File: src/rtl/bp_me_wormhole_packet_rx.sv
// bp_me_wormhole_packet_rx
//   Receive endpoint of a coherence-NoC wormhole channel. Accepts flits over a
//   ready/valid link, validates the header (destination cord and body length)
//   and reassembles one packet. The packet is presented to tile logic with a
//   valid/yumi handshake. Misrouted or over-length packets are consumed and
//   dropped, and each such drop is flagged with a one-cycle pulse.
// Ports
//   clk_i, reset_i      clock, synchronous active-high reset
//   my_cord_i           coordinate of this endpoint
//   flit_v_i/flit_i     incoming flit valid and data
//   flit_ready_and_o    endpoint can accept a flit this cycle
//   packet_v_o          assembled packet valid
//   packet_o            packet; flit k is at [k*flit_width_p +: flit_width_p]
//   packet_len_o        body length of the presented packet
//   packet_yumi_i       consumer takes the packet
//   misroute_o          pulse: the header cord did not match, packet dropped
//   overlen_o           pulse: the header length was too large, packet dropped

module bp_me_wormhole_packet_rx #(
    parameter int flit_width_p     = 64,
    parameter int cord_width_p     = 8,
    parameter int len_width_p      = 4,
    parameter int max_body_flits_p = 3
) (
    input  logic                                        clk_i,
    input  logic                                        reset_i,
    input  logic [cord_width_p-1:0]                     my_cord_i,
    input  logic                                        flit_v_i,
    input  logic [flit_width_p-1:0]                     flit_i,
    output logic                                        flit_ready_and_o,
    output logic                                        packet_v_o,
    output logic [flit_width_p*(max_body_flits_p+1)-1:0] packet_o,
    output logic [len_width_p-1:0]                      packet_len_o,
    input  logic                                        packet_yumi_i,
    output logic                                        misroute_o,
    output logic                                        overlen_o
);
    localparam int slots_lp = max_body_flits_p + 1;

    typedef enum logic [1:0] {
        e_header = 2'd0,
        e_body   = 2'd1,
        e_drop   = 2'd2,
        e_full   = 2'd3
    } state_e;

    state_e                  r_state;
    state_e                  w_state_n;
    logic [flit_width_p-1:0] r_slots [slots_lp];
    logic [len_width_p-1:0]  r_len;
    logic [len_width_p-1:0]  r_count;
    logic                    r_misroute;
    logic                    r_overlen;

    logic                    w_ready;
    logic                    w_xfer;
    logic [cord_width_p-1:0] w_hdr_cord;
    logic [len_width_p-1:0]  w_hdr_len;
    logic                    w_cord_bad;
    logic                    w_len_bad;
    logic [len_width_p-1:0]  w_count_inc;
    logic                    w_last;
    logic                    w_hdr_xfer;

    // Ready depends on state only, so there is no path from flit_v_i.
    assign w_ready     = (r_state != e_full);
    assign w_xfer      = flit_v_i & w_ready;
    assign w_hdr_cord  = flit_i[cord_width_p-1:0];
    assign w_hdr_len   = flit_i[cord_width_p +: len_width_p];
    assign w_cord_bad  = (w_hdr_cord != my_cord_i);
    assign w_len_bad   = (w_hdr_len > len_width_p'(max_body_flits_p));
    assign w_count_inc = r_count + {{(len_width_p-1){1'b0}}, 1'b1};
    assign w_last      = (w_count_inc == r_len);
    assign w_hdr_xfer  = (r_state == e_header) & w_xfer;

    // Next-state decode.
    always_comb begin
        w_state_n = r_state;
        case (r_state)
            e_header: begin
                if (!w_xfer) begin
                    w_state_n = e_header;
                end else if (w_cord_bad) begin
                    // A misrouted header with no body needs no drop phase.
                    w_state_n = (w_hdr_len == '0) ? e_header : e_drop;
                end else if (w_len_bad) begin
                    w_state_n = e_drop;
                end else if (w_hdr_len == '0) begin
                    w_state_n = e_full;
                end else begin
                    w_state_n = e_body;
                end
            end
            e_body: begin
                if (w_xfer && w_last) begin
                    w_state_n = e_full;
                end else begin
                    w_state_n = e_body;
                end
            end
            e_drop: begin
                if (w_xfer && w_last) begin
                    w_state_n = e_header;
                end else begin
                    w_state_n = e_drop;
                end
            end
            e_full: begin
                if (packet_yumi_i) begin
                    w_state_n = e_header;
                end else begin
                    w_state_n = e_full;
                end
            end
            default: w_state_n = e_header;
        endcase
    end

    // State register.
    always_ff @(posedge clk_i) begin
        if (reset_i) begin
            r_state <= e_header;
        end else begin
            r_state <= w_state_n;
        end
    end

    // Packet buffer, length/count tracking and error pulses.
    always_ff @(posedge clk_i) begin
        if (reset_i) begin
            for (int k = 0; k < slots_lp; k++) begin
                r_slots[k] <= '0;
            end
            r_len      <= '0;
            r_count    <= '0;
            r_misroute <= 1'b0;
            r_overlen  <= 1'b0;
        end else begin
            r_misroute <= w_hdr_xfer & w_cord_bad;
            r_overlen  <= w_hdr_xfer & ~w_cord_bad & w_len_bad;
            case (r_state)
                e_header: begin
                    if (w_xfer) begin
                        // Clearing body slots keeps slots past len at zero.
                        r_slots[0] <= flit_i;
                        for (int k = 1; k < slots_lp; k++) begin
                            r_slots[k] <= '0;
                        end
                        r_len   <= w_hdr_len;
                        r_count <= '0;
                    end
                end
                e_body: begin
                    if (w_xfer) begin
                        for (int k = 1; k < slots_lp; k++) begin
                            if (w_count_inc == len_width_p'(k)) begin
                                r_slots[k] <= flit_i;
                            end
                        end
                        r_count <= w_count_inc;
                    end
                end
                e_drop: begin
                    if (w_xfer) begin
                        r_count <= w_count_inc;
                    end
                end
                default: begin
                    r_count <= r_count;
                end
            endcase
        end
    end

    // Flatten the slot array onto the packet port.
    always_comb begin
        packet_o = '0;
        for (int k = 0; k < slots_lp; k++) begin
            packet_o[k*flit_width_p +: flit_width_p] = r_slots[k];
        end
    end

    assign flit_ready_and_o = w_ready;
    assign packet_v_o       = (r_state == e_full);
    assign packet_len_o     = r_len;
    assign misroute_o       = r_misroute;
    assign overlen_o        = r_overlen;

    bp_me_wormhole_packet_rx_chk u_chk (
        .clk_i        (clk_i),
        .reset_i      (reset_i),
        .packet_v_i   (packet_v_o),
        .packet_yumi_i(packet_yumi_i),
        .misroute_i   (r_misroute),
        .overlen_i    (r_overlen)
    );
endmodule

// Protocol checks for the receive endpoint.
module bp_me_wormhole_packet_rx_chk (
    input logic clk_i,
    input logic reset_i,
    input logic packet_v_i,
    input logic packet_yumi_i,
    input logic misroute_i,
    input logic overlen_i
);
    a_yumi_only_when_valid: assert property (
        @(posedge clk_i) disable iff (reset_i) packet_yumi_i |-> packet_v_i);

    a_errors_exclusive: assert property (
        @(posedge clk_i) disable iff (reset_i) !(misroute_i && overlen_i));
endmodule

File: config.mk
export PLATFORM = sky130hd
export DESIGN_NAME = bp_me_wormhole_packet_rx
export DESIGN_NICKNAME = d
export VERILOG_FILES = /design/src/rtl/bp_me_wormhole_packet_rx.sv
export SDC_FILE = /design/constraint.sdc
export NUM_CORES = 1
export LEC_CHECK = 0
export BUFFER_PORTS_ARGS = -buffer_cell sky130_fd_sc_hd__buf_2
export CAP_MARGIN = 20
export CORE_AREA = 2 2 159 277
export DETAILED_ROUTE_END_ITERATION = 6
export DIE_AREA = 0 0 161 279
export PLACE_DENSITY_LB_ADDON = 0.12
export SYNTH_ARGS = -nofsm -noshare
export SYNTH_HDL_FRONTEND = slang
export SYNTH_SLANG_ARGS = --single-unit
File: constraint.sdc
create_clock -name clk_i -period 9.3 [get_ports clk_i]
set_clock_uncertainty 0.05 [all_clocks]
set_input_delay 0.93 -clock clk_i [delete_from_list [all_inputs] [get_ports clk_i]]
set_output_delay 0.93 -clock clk_i [all_outputs]
set_load 0.01 [all_outputs]
==> impl_results.md, run 1 <==
- Synth Area in Adders: 0.948%
- Worst path bufs/invs: 2
- Die X: 161 um
- Layout Nets: 1,204
- Clock-pin slew on the worst setup and hold paths: 0.06 ns
- Main combinational cell family by area after synthesis: simple AND/OR/NAND/NOR gates
- Post-synth top area cell: edfxtp_1
- Post-CTS Resized: 0
- IO Port Bufs: 339
- Antenna diodes: 0
- # H-tree levels: 1
- Async SR Flop Fraction: 0%
- Largest net degree at the start of global routing: 78
- Met1 usage: 16.6%
- Mapped cell area: 10,600 um2
- Crit path max fanout: 77
- CP Launch Type: input pin
- Sequential share of the synthesized area: 69.0%
- WP data required: 9.40 ns
- Worst Tran Pin Value: 1.03 ns
- Crit path capture type: flip-flop
- XOR/XNOR share of the synthesized area: 1.31%
- Top-count cell post-synth: edfxtp_1
- Worst hold start: packet_len_o[0]$_SDFFE_PP0P_
- Vias in the first global route: 7,671
- Simple-gate share of the synthesized area: 20.6%
- Initial antenna violation count: 0
- Status: finished clean
- Die ar.: 44,900 um2
- Setup TNS: 0 ns
- Hold Path Class: flip-flop to flip-flop
- M3 GR Usage: 2.30%
- Core Util, Final: 31.7%
- Endpoints failing setup: 0
- Final GP Congestion: 0.742
- Slew Limit Fails: 0
- CP max stage cell: nand2_4
- TritonRoute pass-1 iters: 4
- Crit Reg-Reg Startpoint: r_count[0]$_SDFFE_PP0P_
- Unrepaired setup endpoints after global routing: false
- LEAKAGE: 6.07 nW
- Cells after Synth: 809
- WL per Instance: 20.8 um
- Tcrit/Tclk final: 37.1%
- Post-synth cell types: 38
- I/O pins: 340
- Critical path launch point: reset_i
- Grt met2 use: 28.8%
- Clock buffers created by TritonCTS: 27
- Drc violations: 0
- Max-Cap Viols: 0
- Tot GR Track Use: 15.3%
- Mean Syn Cell Area: 13.1 um2
- Cell area after layout: 13,500 um2
- Drt initial violations: 383
- Root buf cell: clkbuf_16
- Maximum vdd drop: 90.4 uV
- Row count: 100
- First-pass GRT wire length: 51.6 mm
- Final HPWL DP: 22.8 mm
- Post CTS Setup Buffer Count: 0
- Placed cell area: 12,700 um2
- CP Class: input pin to flip-flop
- Crit path max-delay family: simple AND/OR/NAND/NOR gates
- Routed vias/inst: 4.36
- Synth Flop Type: edfxtp_1
- Post-route ant nets: 0
- DR vias: 7,418
- Crit path DAT: 3.55 ns
- Synth top area share: 54.6%
- Final hold violation count: 0
- Layout fillers: 4,429
- Largest stage delay on the critical path: 0.75 ns
- CTS tree: done
- Grt peak-use layer: met2
- Core Region: 42,500 um2
- Die Height: 279 um
- Synth warn: 0
- Total congestion overflow: 0
- Starting density of the core: 24.8%
- Peak Freq: 0.290 GHz
- Worst-skew pair later-pin latency: 0.54 ns
- Hold_ws: 0.436 ns
- Number of synthesized flops with an enable pin: 192
- Ranking of synthesized cells by area: edfxtp_1 55%, dfxtp_1 14%, and3_1 7.6%
- Period minus WS final: 3.45 ns
- Synthesized Nets: 893
- Total wire length: 35.3 mm
- Clock buffer depth: 3
- Slew HR: 31.2%
- Share of layout cells above drive strength 1: 36.3%
- Clock Sinks: 268
- Compound-gate portion of the synthesized area: 4.35%
- Cell Chain, Critical Path: buf_2 -> buf_4 -> nor3b_2 -> and3_2 -> and2_4 -> nand2_1 -> nand2_4
- FF+latch count, synth: 268
- Most frequent cells after synthesis: 192 x edfxtp_1, 128 x and3_1, 76 x dfxtp_1, 76 x nand2_1, 66 x nor2b_1
- Area Growth Syn to Fin: 27.8%
- # hold bufs at CTS: 0
- Mux cell area share after synthesis: 0.107%
- Cell area power density: 193 nW/um2
[cell type report]
class | instances | area [um2] | area share, %
Clock inverter | 9 | 45.0 | 0.334
Clock buffer | 40 | 774 | 5.74
Inverter | 6 | 23.8 | 0.176
Multi-Input combinational cell | 471 | 2920 | 21.6
Sequential cell | 268 | 7290 | 54.0
Tap cell | 561 | 702 | 5.20
Timing Repair Buffer | 346 | 1750 | 13.0
[sequential cells by signal, summed over array words and instances, names as in the netlist]
signal / count
misroute_o: 1
overlen_o: 1
packet_len_o: 4
r_count: 4
r_slots: 256
r_state: 2
[per-layer routing]
metal / vias to the layer above / routed length, um
met2: 238 / 19100
met3: 55 / 1610
met1: 3623 / 13100
met4: 0 / 1490
met5: - / 0
li1: 3502 / -
[path summary, 6_finish.rpt]
kind         slack, ns  cells after the start                           end
max               5.85                      7  r_slots[3][35]$_SDFFCE_PN0P_
min               0.44                      2  packet_len_o[0]$_SDFFE_PP0P_
max reg2reg       6.06                      6  r_slots[3][35]$_SDFFCE_PN0P_
min reg2reg       0.44                      2  packet_len_o[0]$_SDFFE_PP0P_
[metrics by stage]
stage                     power, mW  std cells  worst slack [ns]
after detailed placement       1.59       1652              5.22
after global routing           2.70       1701              5.66
after floorplan                1.47        809              5.68
after CTS                      2.65       1701              5.81
after global placement         1.59       1652              5.27
final                          2.60       1701              5.85
[power breakdown]
group          internal [mW]  switching, mW
combinational         0.0671          0.137
sequential              1.34         0.0158
clock                  0.574          0.469
[cells by family (layout without fill, tap and decap cells)]
kind of cell    after synthesis  count (layout)
buf+inv                      70             401
compound gates               78              78
simple gates                369             369
xor+xnor                     15              15
fa+ha+maj                     8               8
mux                           1               1
flops                       268             268
[layout by cell type, fill, tap and decap left out, drive strengths merged]
master	instances
buf	346
edfxtp	192
and3	130
dfxtp	76
nand2	76
a21oi	72
nor2b	66
nand3b	64
clkbuf	40
nor2	16
xnor2	12
clkinv	9
ha	8
nand3	7
inv	5
o21ai	3
xor2	3
and2	2
nand4	2
nor3	2
nor4	2
nor3b	1
a41oi	1
nand4b	1
a32oi	1
mux2	1
a221o	1
clkinvlp	1
[worst reg2reg max path, stage by stage (launching register included)]
cell     delay [ns]
dfxtp_1        0.39
ha_1           0.27
xnor2_1        0.29
and3_2         0.28
and2_4         0.54
nand2_1        0.20
nand2_4        0.75
(Power assumes the default switching activity.)
==> inputs of run 2 (changes only) <==
- clock period: 9.3 -> 3.2 ns (I/O delays scaled with it)
==> run 2 against run 1 <==
  * Core utilization is 1.8 points higher
  * Critical endpoint is now r_slots[2][48]$_SDFFE_PN0P_
  * Die area unchanged
  * Final cell count increased by 3.9%
  * Flip-flop and latch count is the same
  * Routed wire length increased by 3.8%
  * First-iteration DRC count decreased by 0.78%
  * Combinational power rose to 3.3 times the previous value
  * Via count rose by 3.2%
  * Hold slack got worse by 0.41 ns
  * Design area rose by 5.6%
==> impl_results.md, run 2 (synthesis gave the netlist of run 1 again) <==
- Reg with most FFs: r_slots
- Crit Reg-Reg Startpoint: r_count[0]$_SDFFE_PP0P_
- Max-Cap Viols: 0
- Peak Freq: 0.405 GHz
- Net Sw Frac: 23.7%
- TritonRoute pass-1 iters: 4
- Layout fillers: 4,402
- Clock buffer depth: 3
- Crit path capture type: flip-flop
- WP data required: 3.63 ns
- Slack of the critical path: 0.729 ns
- Final HPWL DP: 23.8 mm
- Die Height: 279 um
- Power Total: 7.97 mW
- Core Region: 42,500 um2
- Period minus WS final: 2.47 ns
- Worst Tran Pin Value: 0.836 ns
- IO Port Bufs: 339
- Vias in the first global route: 8,016
- End of the worst hold path: r_slots[2][11]$_SDFFE_PN0P_
- Most frequent cells in the layout: 339 x buf_2, 192 x edfxtp_1, 128 x and3_1
- Cells on worst reg2reg path: 7
- Worst R2R End: r_slots[2][48]$_SDFFE_PN0P_
- LEAKAGE: 6.39 nW
- DR vias: 7,656
- CP Class: flip-flop to flip-flop
- Final hold violation count: 0
- # H-tree levels: 1
- Sw power: 1.89 mW
- Endpoints failing setup: 0
- Initial antenna violation count: 0
- Pre-CTS setup slack: 0.692 ns
- Clock buffers created by TritonCTS: 28
- Clock Sinks: 268
- Worst-skew pair later-pin latency: 0.56 ns
- Share of layout cells above drive strength 1: 35.1%
- Setup TNS: 0 ns
- CTS tree: done
- Layout Nets: 1,268
- Crit path max fanout: 64
- Hold path depth: 3
- Row count: 100
- Post-route ant nets: 0
- Commonest non-fill, non-tap cell in the layout: buf_2
- Drt initial violations: 380
- Starting density of the core: 24.8%
- Tot GR Track Use: 15.9%
- I/O pins: 340
- WL per Instance: 20.7 um
- Int Pwr: 6.08 mW
- Drc violations: 0
- Hold Path Class: input pin to flip-flop
- Die ar.: 44,900 um2
- Slew HR: 44.3%
- CP Launch Type: flip-flop
- R2R Setup Slk: 0.73 ns
- Root buf cell: clkbuf_16
- Crit path DAT: 2.91 ns
- Worst hold start: flit_i[11]
- Total congestion overflow: 0
- Seq pwr share: 49.2%
- Unrepaired setup endpoints after global routing: false
- Antenna diodes: 0
- Maximum vdd drop: 335 uV
- Clk pwr share: 42.4%
- Comb pwr share: 8.4%
- First-pass GRT wire length: 53.3 mm
- Final GP Congestion: 0.766
- Tcrit/Tclk final: 77.2%
- Largest net degree at the start of global routing: 129
- Cell area power density: 560 nW/um2
- Die X: 161 um
- Area Growth Syn to Fin: 34.9%
- Clock-pin slew on the worst setup and hold paths: 0.06 ns
- Routed vias/inst: 4.33
- Total wire length: 36.6 mm
- Status: finished clean
- Slew Limit Fails: 0
- Max FFs per register: 256
## run 2: cell count changes in the layout (fill, tap and decap cells not counted), sizes merged
cell / previous run / this run
buf: 346 / 355
bufinv: 0 / 3
clkinv: 9 / 8
dlygate4sd3: 0 / 54
inv: 5 / 6
## run 2: stage by stage
step / utilization [%] / cell area (um2) / hold slack [ns] / instances
5_1_grt: 33.5 / 14200 / 0.0225 / 1767
4_1_cts: 33.5 / 14200 / 0.00162 / 1767
2_1_floorplan: - / 10600 / 0.406 / 809
3_5_place_dp: 30.0 / 12800 / 0.425 / 1661
6_report: 33.5 / 14200 / 0.0257 / 1767
3_3_place_gp: 30.0 / 12800 / 0.422 / 1661
## run 2: power by group through the flow
stage	sequential [mW]	combinational [mW]	clock [mW]
after floorplan	4.10	0.164	0
after detailed placement	4.00	0.643	0
after CTS	3.92	0.697	3.49
after global placement	4.00	0.643	0
final	3.92	0.670	3.38
after global routing	3.94	0.722	3.58
## run 2: how the worst max path moves through the flow
stage                             from                           to  slack [ns]  depth (start not counted)
6_report       r_count[0]$_SDFFE_PP0P_  r_slots[2][48]$_SDFFE_PN0P_        0.73                          7
5_1_grt        r_count[0]$_SDFFE_PP0P_  r_slots[2][51]$_SDFFE_PN0P_        0.55                          7
4_1_cts        r_count[0]$_SDFFE_PP0P_  r_slots[2][61]$_SDFFE_PN0P_        0.65                          7
3_5_place_dp   r_count[0]$_SDFFE_PP0P_  r_slots[2][61]$_SDFFE_PN0P_        0.69                          7
3_3_place_gp   r_count[0]$_SDFFE_PP0P_  r_slots[2][57]$_SDFFE_PN0P_        0.77                          7
2_1_floorplan    r_state[0]$_SDFF_PP0_      r_slots[0][0]$_DFFE_PP_        0.27                          5
## run 2: timing repair
action / CTS / global route
buffers inserted: 0 / 0
hold buffers: 54 / 0
endpoints found under the hold margin: 54 / 0
gates resized for setup: 0 / 0
## run 2: worst max-delay path, cell delays in order (launching register included)
cell and delay [ns]:
dfxtp_1 0.45, ha_1 0.25, xnor2_1 0.17, and3_2 0.27, and3_4 0.21, buf_4 0.61, nand2_1 0.14, a21oi_1 0.14
## run 2: layout make-up
class,count,area (um2),area share (%)
flip-flops and latches,268,7290,51.1
multi-input cells,471,2920,20.5
repair buffers,409,2390,16.8
clock buffers,40,787,5.52
well taps,561,702,4.93
clock inverters,12,139,0.975
inverters,6,23.8,0.167
## run 2: layer usage
| metal | share of wire, % | global-route usage [%] |
|---|---|---|
| met5 | 0 | 0 |
| met3 | 4.8 | 2.53 |
| met2 | 57 | 31.9 |
| met4 | 2.3 | 4.60 |
| met1 | 36 | 16.5 |
